--- src/rtl/counter_arbiter.sv ---
// counter_arbiter: round-robin sharing of one adder among three step counters,
// with per-channel clear, global pause and sticky overflow flags.
module counter_arbiter #(
  parameter int WIDTH    = 8,
  parameter int STEP_W   = 4,
  parameter int SATURATE = 0
) (
  input  logic                  clk,
  input  logic                  reset,
  input  logic [2:0]            req,
  input  logic [3*STEP_W-1:0]   step,
  input  logic [2:0]            clr,
  input  logic                  pause,
  output logic [2:0]            ack,
  output logic [WIDTH-1:0]      count0,
  output logic [WIDTH-1:0]      count1,
  output logic [WIDTH-1:0]      count2,
  output logic [2:0]            ovf,
  output logic [1:0]            last_grant
);
  logic [WIDTH-1:0] cnt_q [3];
  logic [WIDTH-1:0] cnt_d [3];
  logic [WIDTH-1:0] sel;
  logic [2:0]       ack_q, ack_d, ovf_q, ovf_d, elig;
  logic [1:0]       lg_q, lg_d, p0, p1, g;
  logic             gnt;
  logic [STEP_W-1:0] stp;
  logic [WIDTH:0]   sum;
  always_comb begin
    elig  = req & ~ack_q & ~clr;
    p0    = lg_q == 2'd2 ? 2'd0 : lg_q + 2'd1;
    p1    = p0 == 2'd2 ? 2'd0 : p0 + 2'd1;
    g     = elig[p0] ? p0 : elig[p1] ? p1 : lg_q;
    gnt   = !pause && |elig;
    stp   = step[int'(g)*STEP_W +: STEP_W];
    sel   = g == 2'd0 ? cnt_q[0] : g == 2'd1 ? cnt_q[1] : cnt_q[2];
    sum   = {1'b0, sel} + {{(WIDTH+1-STEP_W){1'b0}}, stp};
    ack_d = gnt ? 3'b001 << g : 3'b000;
    lg_d  = gnt ? g : lg_q;
    ovf_d = (ovf_q & ~clr) | (sum[WIDTH] ? ack_d : 3'b000);
    for (int i = 0; i < 3; i++)
      cnt_d[i] = clr[i] ? '0 : !ack_d[i] ? cnt_q[i] :
                 (sum[WIDTH] && SATURATE != 0) ? '1 : sum[WIDTH-1:0];
  end
  always_ff @(posedge clk) begin
    if (reset) begin
      cnt_q <= '{default: '0};
      ack_q <= '0;
      ovf_q <= '0;
      lg_q  <= 2'd2;
    end else begin
      cnt_q <= cnt_d;
      ack_q <= ack_d;
      ovf_q <= ovf_d;
      lg_q  <= lg_d;
    end
  end
  assign ack        = ack_q;
  assign ovf        = ovf_q;
  assign last_grant = lg_q;
  assign count0     = cnt_q[0];
  assign count1     = cnt_q[1];
  assign count2     = cnt_q[2];
endmodule

--- config.mk ---
export PLATFORM = sky130hd
export DESIGN_NAME = counter_arbiter
export DESIGN_NICKNAME = d
export VERILOG_FILES = /design/src/rtl/counter_arbiter.sv
export SDC_FILE = /design/constraint.sdc
export NUM_CORES = 1
export LEC_CHECK = 0
export CAP_MARGIN = 20
export CORE_ASPECT_RATIO = 1.1
export CORE_MARGIN = 2
export CORE_UTILIZATION = 50
export CTS_BUF_LIST = sky130_fd_sc_hd__clkbuf_8
export CTS_CLUSTER_DIAMETER = 40
export DETAILED_ROUTE_END_ITERATION = 8
export GPL_TIMING_DRIVEN = 0
export PLACE_DENSITY = 0.83
export SKIP_CTS_REPAIR_TIMING = 1
export SLEW_MARGIN = 0
export SYNTH_ARGS = -nofsm -noshare
export SYNTH_HDL_FRONTEND = slang
export SYNTH_SLANG_ARGS = --single-unit
--- constraint.sdc ---
create_clock -name clk -period 10 [get_ports clk]
set_clock_uncertainty 0.05 [all_clocks]
set_input_delay 1.5 -clock clk [delete_from_list [all_inputs] [get_ports clk]]
set_output_delay 1.5 -clock clk [all_outputs]
set_load 0.1 [all_outputs]
==> results.json, run 1 <==
{
  "place_congestion": 0.883,
  "fin_nets": 305,
  "critPathKind": "input pin to register",
  "dr.pass1.iters": 4,
  "crit_top_cell": "o21ai_0",
  "grt_pass1_vias": 1794,
  "hold_viol": 0,
  "insertion_delay_ns": 0.29,
  "cts_buffer_depth": 2,
  "cp.depth": 19,
  "cts_tree": "yes",
  "crit_buf_inv": 4,
  "hp-class": "register to register",
  "cts_buffers": 5,
  "worstHoldStart": "ovf[1]$_SDFF_PP0_",
  "wl_um": 5230,
  "rsz0062_at_grt": "false",
  "cp.arrival_ns": 5.71,
  "setup_violations": 0,
  "tightest_slew_ns": 0.988,
  "required_ns": 10.13,
  "ios": 53,
  "port-buffer-count": 50,
  "drv_slew": 0,
  "slowest_delay_ns": 0.49,
  "row_count": 23,
  "grt_start_max_net_pins": 11,
  "r2r_cells": 18,
  "regArea_um2": 641,
  "maxClockFrequency_ghz": 0.179,
  "async_flop_share_pct": 0,
  "fin_setup_tns_ns": 0,
  "initial_core_util_pct": 51.7,
  "final.setup.worst_slack_ns": 4.42,
  "fin_area_um2": 2540,
  "fill_cells": 305,
  "drc": 0,
  "grtUsageTotal_pct": 25.8,
  "fp.dieW_um": 62.4,
  "area_growth_pct": 35.8,
  "relSlewSlack_pct": 34.0,
  "die-area_um2": 4250,
  "synth_ff_type": "dfxtp_1",
  "startpoint": "req[0]",
  "post_dp_cell_area_um2": 2440,
  "holdPathStages": 2,
  "clkSinkCount": 32,
  "pre_cts_slack_ns": 4.24,
  "timing.final.crit_period_ns": 5.58,
  "crit_path_top_delay_cell": "clkdlybuf4s50_1",
  "postRouteAntennaNets": 0,
  "vias": 1909,
  "drt-wirelength-per-cell_um": 15.8,
  "syn_nets": 248,
  "root_buffer": "clkbuf_8",
  "via_per_inst": 5.78,
  "period_share_pct": 55.8,
  "synth-edff-count": 0,
  "synth.yosys.seq_area_share_pct": 34.2,
  "die_h_um": 68.2,
  "crit_family": "simple AND/OR/NAND/NOR gates",
  "ys_seq_elements": 32,
  "netlist_area_um2": 1870,
  "outcome": "finished clean",
  "finalCoreUtilization_pct": 70.2,
  "drt_first_iter_violations": 152,
  "syn_inst": 222,
  "antenna_cells": 0,
  "ctsHtreeMaxLevel": 2,
  "cp-start-kind": "input pin",
  "powerDensity_nw_per_um2": 143,
  "dp_hpwl_um": 3740,
  "yosys_warnings": 0,
  "r2r-start": "ack[0]$_SDFF_PP0_",
  "ir_drop_uv": 90.3,
  "overflow": 0,
  "layout-drive-gt1-share_pct": 9.29,
  "crit_fanout": 10,
  "ys_types": 50,
  "power_w": 0.000363,
  "leakagePower_nw": 0.957,
  "antenna_found_initial": 0,
  "maxCapViolations": 0,
  "core_um2": 3630,
  "clk_pin_slew_ns": 0.07,
  "grt_pass1_wl_um": 8510,
  "multi_input_area_um2": 1140,
  "syn_area_per_cell_um2": 8.44,
  "end_kind": "register",
  "crit_chain": "clkdlybuf4s50_1 > nor3b_2 > o21ai_0 > nand2_1 > buf_2 > inv_1 > nor2_1 > nand2_1 > o21ai_0 > ha_1 > inv_1 > fa_1 > nor2b_1 > o21ai_0 > nand2b_1 > o221ai_1 > nor3_2 > xor2_1 > a21oi_1"
}
-- power by group --
part / switching [W] / leakage, nW / internal [W] / total, W
Combinational: 0.0000671 / 0.639 / 0.0000399 / 0.000107
Clock: 0.0000507 / 0.0593 / 0.0000729 / 0.000124
Sequential: 0.00000262 / 0.259 / 0.000130 / 0.000133
Total: 0.000120 / 0.957 / 0.000243 / 0.000363
-- cell usage after synthesis (3+ instances only) --
master    count  area [µm²]
o22ai_1       3        18.8
o21ai_0      17        85.1
dfxtp_1      32         641
o21a_1        4        30.0
clkbuf_1      4        15.0
ha_1          4        50.1
nor3_1        8        40.0
o21ai_1       4        20.0
nor4b_1       4        35.0
nor2b_1       3        18.8
a21oi_1      16        80.1
buf_2         6        30.0
nor2_1       19        71.3
a31oi_1       4        25.0
xor2_1        3        26.3
a211oi_1      3        22.5
inv_1         7        26.3
nand2_1      23        86.3
mux2i_1      16         160
o211ai_1      3        22.5
-- per-stage QoR --
| step | cells | hold slack (ns) |
|---|---|---|
| floorplan | 222 | 0.820 |
| global placement | 322 | 0.391 |
| detailed placement | 322 | 0.394 |
| CTS | 330 | 0.403 |
| global route | 330 | 0.423 |
| finish | 330 | 0.404 |
-- layer usage --
| layer | track usage (%) | vias to the layer above | wire length, µm |
|---|---|---|---|
| met1 | 32.8 | 906 | 2360 |
| met2 | 42.3 | 71 | 2500 |
| met4 | 13.3 | 0 | 59 |
| li1 | - | 927 | - |
| met5 | 0 | - | 0 |
| met3 | 5.10 | 5 | 313 |
-- tightest hold or removal path, cell delays in order (launching register included) --
cell	delay [ns]
dfxtp_1	0.32
nand2_1	0.05
o21ai_1	0.05
-- logic make-up (layout without fill, tap and decap cells) --
family                   Yosys count  after routing  share of synthesized area [%]
AO/OA/AOI/OAI                     69             69                           24.2
AND/OR/NAND/NOR                   75             75                           21.3
multiplexers                      16             16                           8.54
flip-flops                        32             32                           34.2
buffers and inverters             19             77                           4.81
XOR/XNOR                           6              6                           3.20
adder cells (fa/ha/maj)            5              5                           3.74
-- sequential cells by signal, indices dropped and copies added (netlist names) --
signal,cells
count2,8
count1,8
last_grant,2
ack,3
ovf,3
count0,8
-- cell usage in the layout (no fill, tap or decap), drive strengths merged, types with 4 or more instances in the layout --
cell           count
mux2i             16
nor4b              4
a31oi              5
dfxtp             32
ha                 4
nand2             23
a21oi             16
nor2              19
clkbuf             9
clkdlybuf4s50     50
nor3b              4
o21ai             21
nor3               9
buf                8
inv                8
o21a               5
o22ai              4
-- layout make-up --
class                      instances  share of cell area, %
multi-input combinational        171                   44.9
sequential                        32                   25.2
timing repair buffer              50                   19.7
clock buffer                       5                   2.70
buffer                            12                   2.51
tap                               50                   2.46
clock inverter                     3                   1.52
inverter                           7                   1.03
-- worst paths after layout --
path,end,slack (ns)
worst max-delay path,count1[6]$_SDFFE_PP0P_,4.42
worst min-delay path,ovf[1]$_SDFF_PP0_,0.40
worst max register to register,count1[6]$_SDFFE_PP0P_,5.77
worst min register to register,ovf[1]$_SDFF_PP0_,0.40
Note: power is estimated with default switching activity, not from simulation.
==> inputs of run 2 (changes only) <==
--- a/config.mk
+++ b/config.mk
@@ -8,12 +8,12 @@
 export CAP_MARGIN = 20
 export CORE_ASPECT_RATIO = 1.1
 export CORE_MARGIN = 2
-export CORE_UTILIZATION = 50
+export CORE_UTILIZATION = 49
 export CTS_BUF_LIST = sky130_fd_sc_hd__clkbuf_8
 export CTS_CLUSTER_DIAMETER = 40
 export DETAILED_ROUTE_END_ITERATION = 8
 export GPL_TIMING_DRIVEN = 0
-export PLACE_DENSITY = 0.83
+export PLACE_DENSITY = 0.82
 export SKIP_CTS_REPAIR_TIMING = 1
 export SLEW_MARGIN = 0
 export SYNTH_ARGS = -nofsm -noshare
==> constraint.sdc (replaced) <==
create_clock -name clk -period 5.7 [get_ports clk]
set_clock_uncertainty 0.05 [all_clocks]
set_input_delay 0.855 -clock clk [delete_from_list [all_inputs] [get_ports clk]]
set_output_delay 0.855 -clock clk [all_outputs]
set_load 0.1 [all_outputs]
==> results.json, run 2 (synthesized netlist as in run 1, its figures left out) <==
{
  "antenna_found_initial": 0,
  "row_count": 23,
  "port-buffer-count": 50,
  "cts_buffers": 5,
  "wl_um": 5150,
  "hold_ws_ns": 0.402,
  "initial_core_util_pct": 51.3,
  "core_um2": 3650,
  "period_share_pct": 85.9,
  "fp.dieW_um": 63.0,
  "hold_end": "ovf[0]$_SDFF_PP0_",
  "dp_hpwl_um": 3800,
  "finalCoreUtilization_pct": 69.6,
  "postRouteAntennaNets": 0,
  "worstHoldStart": "ovf[0]$_SDFF_PP0_",
  "setup_violations": 0,
  "area_growth_pct": 35.8,
  "drv_slew": 0,
  "cts_buffer_depth": 2,
  "antenna_cells": 0,
  "fin_setup_tns_ns": 0,
  "critPathKind": "input pin to register",
  "fin_nets": 305,
  "clkSinkCount": 32,
  "ctsHtreeMaxLevel": 2,
  "drt-wirelength-per-cell_um": 15.6,
  "timing.final.crit_period_ns": 4.90,
  "clk_pin_slew_ns": 0.07,
  "end_kind": "register",
  "root_buffer": "clkbuf_8",
  "hp-class": "register to register",
  "placedCellCount": 322,
  "via_per_inst": 5.71,
  "tightest_slew_ns": 0.980,
  "r2r_cells": 18,
  "ios": 53,
  "leakagePower_nw": 0.957,
  "grt_start_max_net_pins": 11,
  "holdPathStages": 2,
  "ir_drop_uv": 139,
  "grtUsageTotal_pct": 25.2,
  "grt_pass1_wl_um": 8440,
  "ff2ff_setup_slack_ns": 1.52,
  "vias": 1883,
  "final_cell_mix": "clkdlybuf4s50_1 (50), dfxtp_1 (32), nand2_1 (23)",
  "cp.arrival_ns": 5.02,
  "rsz0062_at_grt": "false",
  "hold_viol": 0,
  "drt_first_iter_violations": 137,
  "r2r-start": "ack[0]$_SDFF_PP0_",
  "relSlewSlack_pct": 34.5,
  "die-area_um2": 4340,
  "place_congestion": 0.920,
  "crit_fanout": 10,
  "grt_pass1_vias": 1709,
  "fin_cells": 330,
  "drc": 0,
  "outcome": "finished clean",
  "required_ns": 5.82,
  "die_h_um": 68.9,
  "cts_tree": "yes",
  "powerDensity_nw_per_um2": 248,
  "maxCapViolations": 0,
  "insertion_delay_ns": 0.29,
  "overflow": 0,
  "layout_commonest_cell": "clkdlybuf4s50_1",
  "post_dp_cell_area_um2": 2440,
  "timing.rr.end": "count0[6]$_SDFFE_PP0P_",
  "layout-drive-gt1-share_pct": 9.29,
  "fin_area_um2": 2540,
  "dr.pass1.iters": 4,
  "cp-start-kind": "input pin",
  "maxClockFrequency_ghz": 0.204
}
## run 2: cell counts in the layout (fill, tap and decap cells not counted)
No cell type changed its count.
## run 2: worst max-delay path, stage by stage
cell and delay (ns):
clkdlybuf4s50_1 0.50, nor3b_2 0.48, o21ai_0 0.27, nand2_1 0.19
buf_2 0.30, inv_1 0.16, nor2_1 0.27, nand2_1 0.09
o21ai_0 0.10, ha_1 0.23, inv_1 0.06, fa_1 0.40
nor2b_1 0.11, o21ai_0 0.08, nand2b_1 0.17, o221ai_1 0.17
nor3_2 0.20, xor2_1 0.27, a21oi_1 0.10
## run 2: worst max path at each step
| stage | from | endpoint | slack, ns |
|---|---|---|---|
| 2_1_floorplan | clr[0] | count0[6]$_SDFFE_PP0P_ | 1.63 |
| 3_3_place_gp | req[0] | count1[6]$_SDFFE_PP0P_ | 0.55 |
| 3_5_place_dp | req[0] | count0[6]$_SDFFE_PP0P_ | 0.55 |
| 4_1_cts | req[0] | count0[6]$_SDFFE_PP0P_ | 0.82 |
| 5_1_grt | req[0] | count1[6]$_SDFFE_PP0P_ | 0.42 |
| 6_report | req[0] | count0[6]$_SDFFE_PP0P_ | 0.80 |
## run 2: area by class of cell
cell class,count,area (µm²)
plain buffers,12,63.8
clock buffers,5,68.8
clock inverters,3,38.8
fillers,320,1110
inverters,7,26.3
multi-input cells,171,1140
flip-flops and latches,32,641
well taps,50,62.6
repair buffers,50,500
## run 2: layer usage
layer  global-route usage [%]  part of all wire (%)
met4                     9.72                   1.8
met1                     31.2                    44
met3                     5.19                   5.8
met5                        0                     0
met2                     43.9                    48
## run 2: report_power, final
group          leakage [nW]  switching, W  internal [W]
clock                0.0593     0.0000830      0.000128
combinational         0.639      0.000117     0.0000700
sequential            0.259    0.00000450      0.000228
## run 2: per-stage QoR
stage	worst slack (ns)	power, W
finish	0.803	0.000631
global placement	0.549	0.000417
global route	0.421	0.000655
detailed placement	0.549	0.000419
floorplan	1.63	0.000371
CTS	0.821	0.000631
==> inputs of run 3 (changes only) <==
--- a/config.mk
+++ b/config.mk
@@ -13,6 +13,7 @@
 export CTS_CLUSTER_DIAMETER = 40
 export DETAILED_ROUTE_END_ITERATION = 8
 export GPL_TIMING_DRIVEN = 0
+export MAX_ROUTING_LAYER = met4
 export PLACE_DENSITY = 0.82
 export SKIP_CTS_REPAIR_TIMING = 1
 export SLEW_MARGIN = 0
==> results.json, run 3 (synthesized netlist as in run 1, its figures left out) <==
{
  "outcome": "finished clean",
  "critPathKind": "input pin to register",
  "layout_commonest_cell": "clkdlybuf4s50_1",
  "required_ns": 5.82,
  "final_cell_mix": "clkdlybuf4s50_1 (50), dfxtp_1 (32), nand2_1 (23)",
  "timing.final.crit_period_ns": 4.80,
  "tightest_slew_ns": 0.971,
  "internal_power_w": 0.000405,
  "hold_viol": 0,
  "crit_path_top_delay_cell": "clkdlybuf4s50_1",
  "period_share_pct": 84.2,
  "drt_first_iter_violations": 145,
  "multi_input_area_um2": 1140,
  "core_um2": 3650,
  "swShare_pct": 33.0,
  "maxCapViolations": 0,
  "r2r-start": "ack[0]$_SDFF_PP0_",
  "crit_fanout": 10,
  "antenna_found_initial": 0,
  "cp.arrival_ns": 4.92,
  "crit_chain": "clkdlybuf4s50_1 > nor3b_2 > o21ai_0 > nand2_1 > buf_2 > inv_1 > nor2_1 > nand2_1 > o21ai_0 > ha_1 > inv_1 > fa_1 > nor2b_1 > o21ai_0 > nand2b_1 > o221ai_1 > nor3_2 > xor2_1 > a21oi_1",
  "vias": 1861,
  "relSlewSlack_pct": 35.0,
  "crit_family": "simple AND/OR/NAND/NOR gates",
  "ctsHtreeMaxLevel": 2,
  "clockPowerShare_pct": 31.2,
  "postRouteAntennaNets": 0,
  "grt_pass1_vias": 1755,
  "via_per_inst": 5.66,
  "clk_pin_slew_ns": 0.06,
  "rsz0062_at_grt": "false",
  "area_growth_pct": 35.2,
  "grt_pass1_wl_um": 8340,
  "hold_ws_ns": 0.394,
  "ir_drop_uv": 190,
  "cp-start-kind": "input pin",
  "crit_top_cell": "o21ai_0",
  "powerDensity_nw_per_um2": 239,
  "dr.pass1.iters": 4,
  "power_w": 0.000605,
  "slowest_delay_ns": 0.50,
  "fin_setup_tns_ns": 0,
  "grtUsageTotal_pct": 26.0,
  "grt_start_max_net_pins": 11,
  "worstHoldStart": "ovf[1]$_SDFF_PP0_",
  "antenna_cells": 0,
  "root_buffer": "clkbuf_8",
  "post_dp_cell_area_um2": 2440,
  "drc": 0,
  "power_frac_comb_pct": 30.3,
  "drt-wirelength-per-cell_um": 15.2,
  "die-area_um2": 4340,
  "place_congestion": 0.903,
  "power_frac_seq_pct": 38.5,
  "crit_buf_inv": 4,
  "startpoint": "req[0]",
  "wl_um": 5000,
  "end_kind": "register",
  "initial_core_util_pct": 51.3,
  "maxClockFrequency_ghz": 0.208,
  "ff2ff_setup_slack_ns": 1.61,
  "clkSinkCount": 32,
  "insertion_delay_ns": 0.29,
  "leakagePower_nw": 0.948,
  "die_h_um": 68.9,
  "dp_hpwl_um": 3690,
  "cts_buffers": 5,
  "finalCoreUtilization_pct": 69.3,
  "drv_slew": 0,
  "ios": 53,
  "fin_area_um2": 2530,
  "port-buffer-count": 50,
  "fin_nets": 305,
  "hp-class": "register to register",
  "regArea_um2": 641,
  "fill_cells": 328,
  "cts_buffer_depth": 2,
  "fp.dieW_um": 63.0,
  "overflow": 0,
  "power_switching_w": 0.000199,
  "row_count": 23,
  "layout-drive-gt1-share_pct": 9.32,
  "setup_violations": 0,
  "cts_tree": "yes"
}
## run 3: worst paths after layout
path                                 end  cells after the start
setup / recovery  count2[6]$_SDFFE_PP0P_                     19
hold / removal         ovf[1]$_SDFF_PP0_                      2
setup reg to reg  count2[6]$_SDFFE_PP0P_                     18
hold reg to reg        ovf[1]$_SDFF_PP0_                      2
## run 3: per-layer routing
metal  share of wire, %  vias to the layer above  routed length [µm]  GRT usage, %
li1                   -                      916                   -             -
met5                  0                        -                   0             -
met1                 46                      871                2290          33.1
met3                5.6                       13                 282          4.71
met4                2.2                        0                 110          12.8
met2                 46                       61                2310          40.2
## run 3: per-stage QoR
stage,instances,setup slack [ns]
floorplan,222,1.63
global placement,322,0.595
detailed placement,322,0.635
CTS,329,0.895
global route,329,0.486
finish,329,0.903
## run 3: tightest hold or removal path: stages, from the launching register on
cell and delay (ns):
dfxtp_1 0.31, nand2_1 0.05, o21ai_1 0.05
## run 3: power groups by stage
stage	Clock [W]	Combinational (W)	Sequential [W]
6_report	0.000189	0.000183	0.000233
5_1_grt	0.000200	0.000199	0.000233
4_1_cts	0.000191	0.000182	0.000233
3_5_place_dp	0	0.000181	0.000238
3_3_place_gp	0	0.000180	0.000238
2_1_floorplan	0	0.000101	0.000271
## run 3: final cells by class
class	count	area share, %
timing repair buffer	50	19.8
sequential	32	25.3
multi-input combinational	171	45.1
clock buffer	7	3.80
buffer	12	2.52
tap	50	2.47
inverter	7	1.04
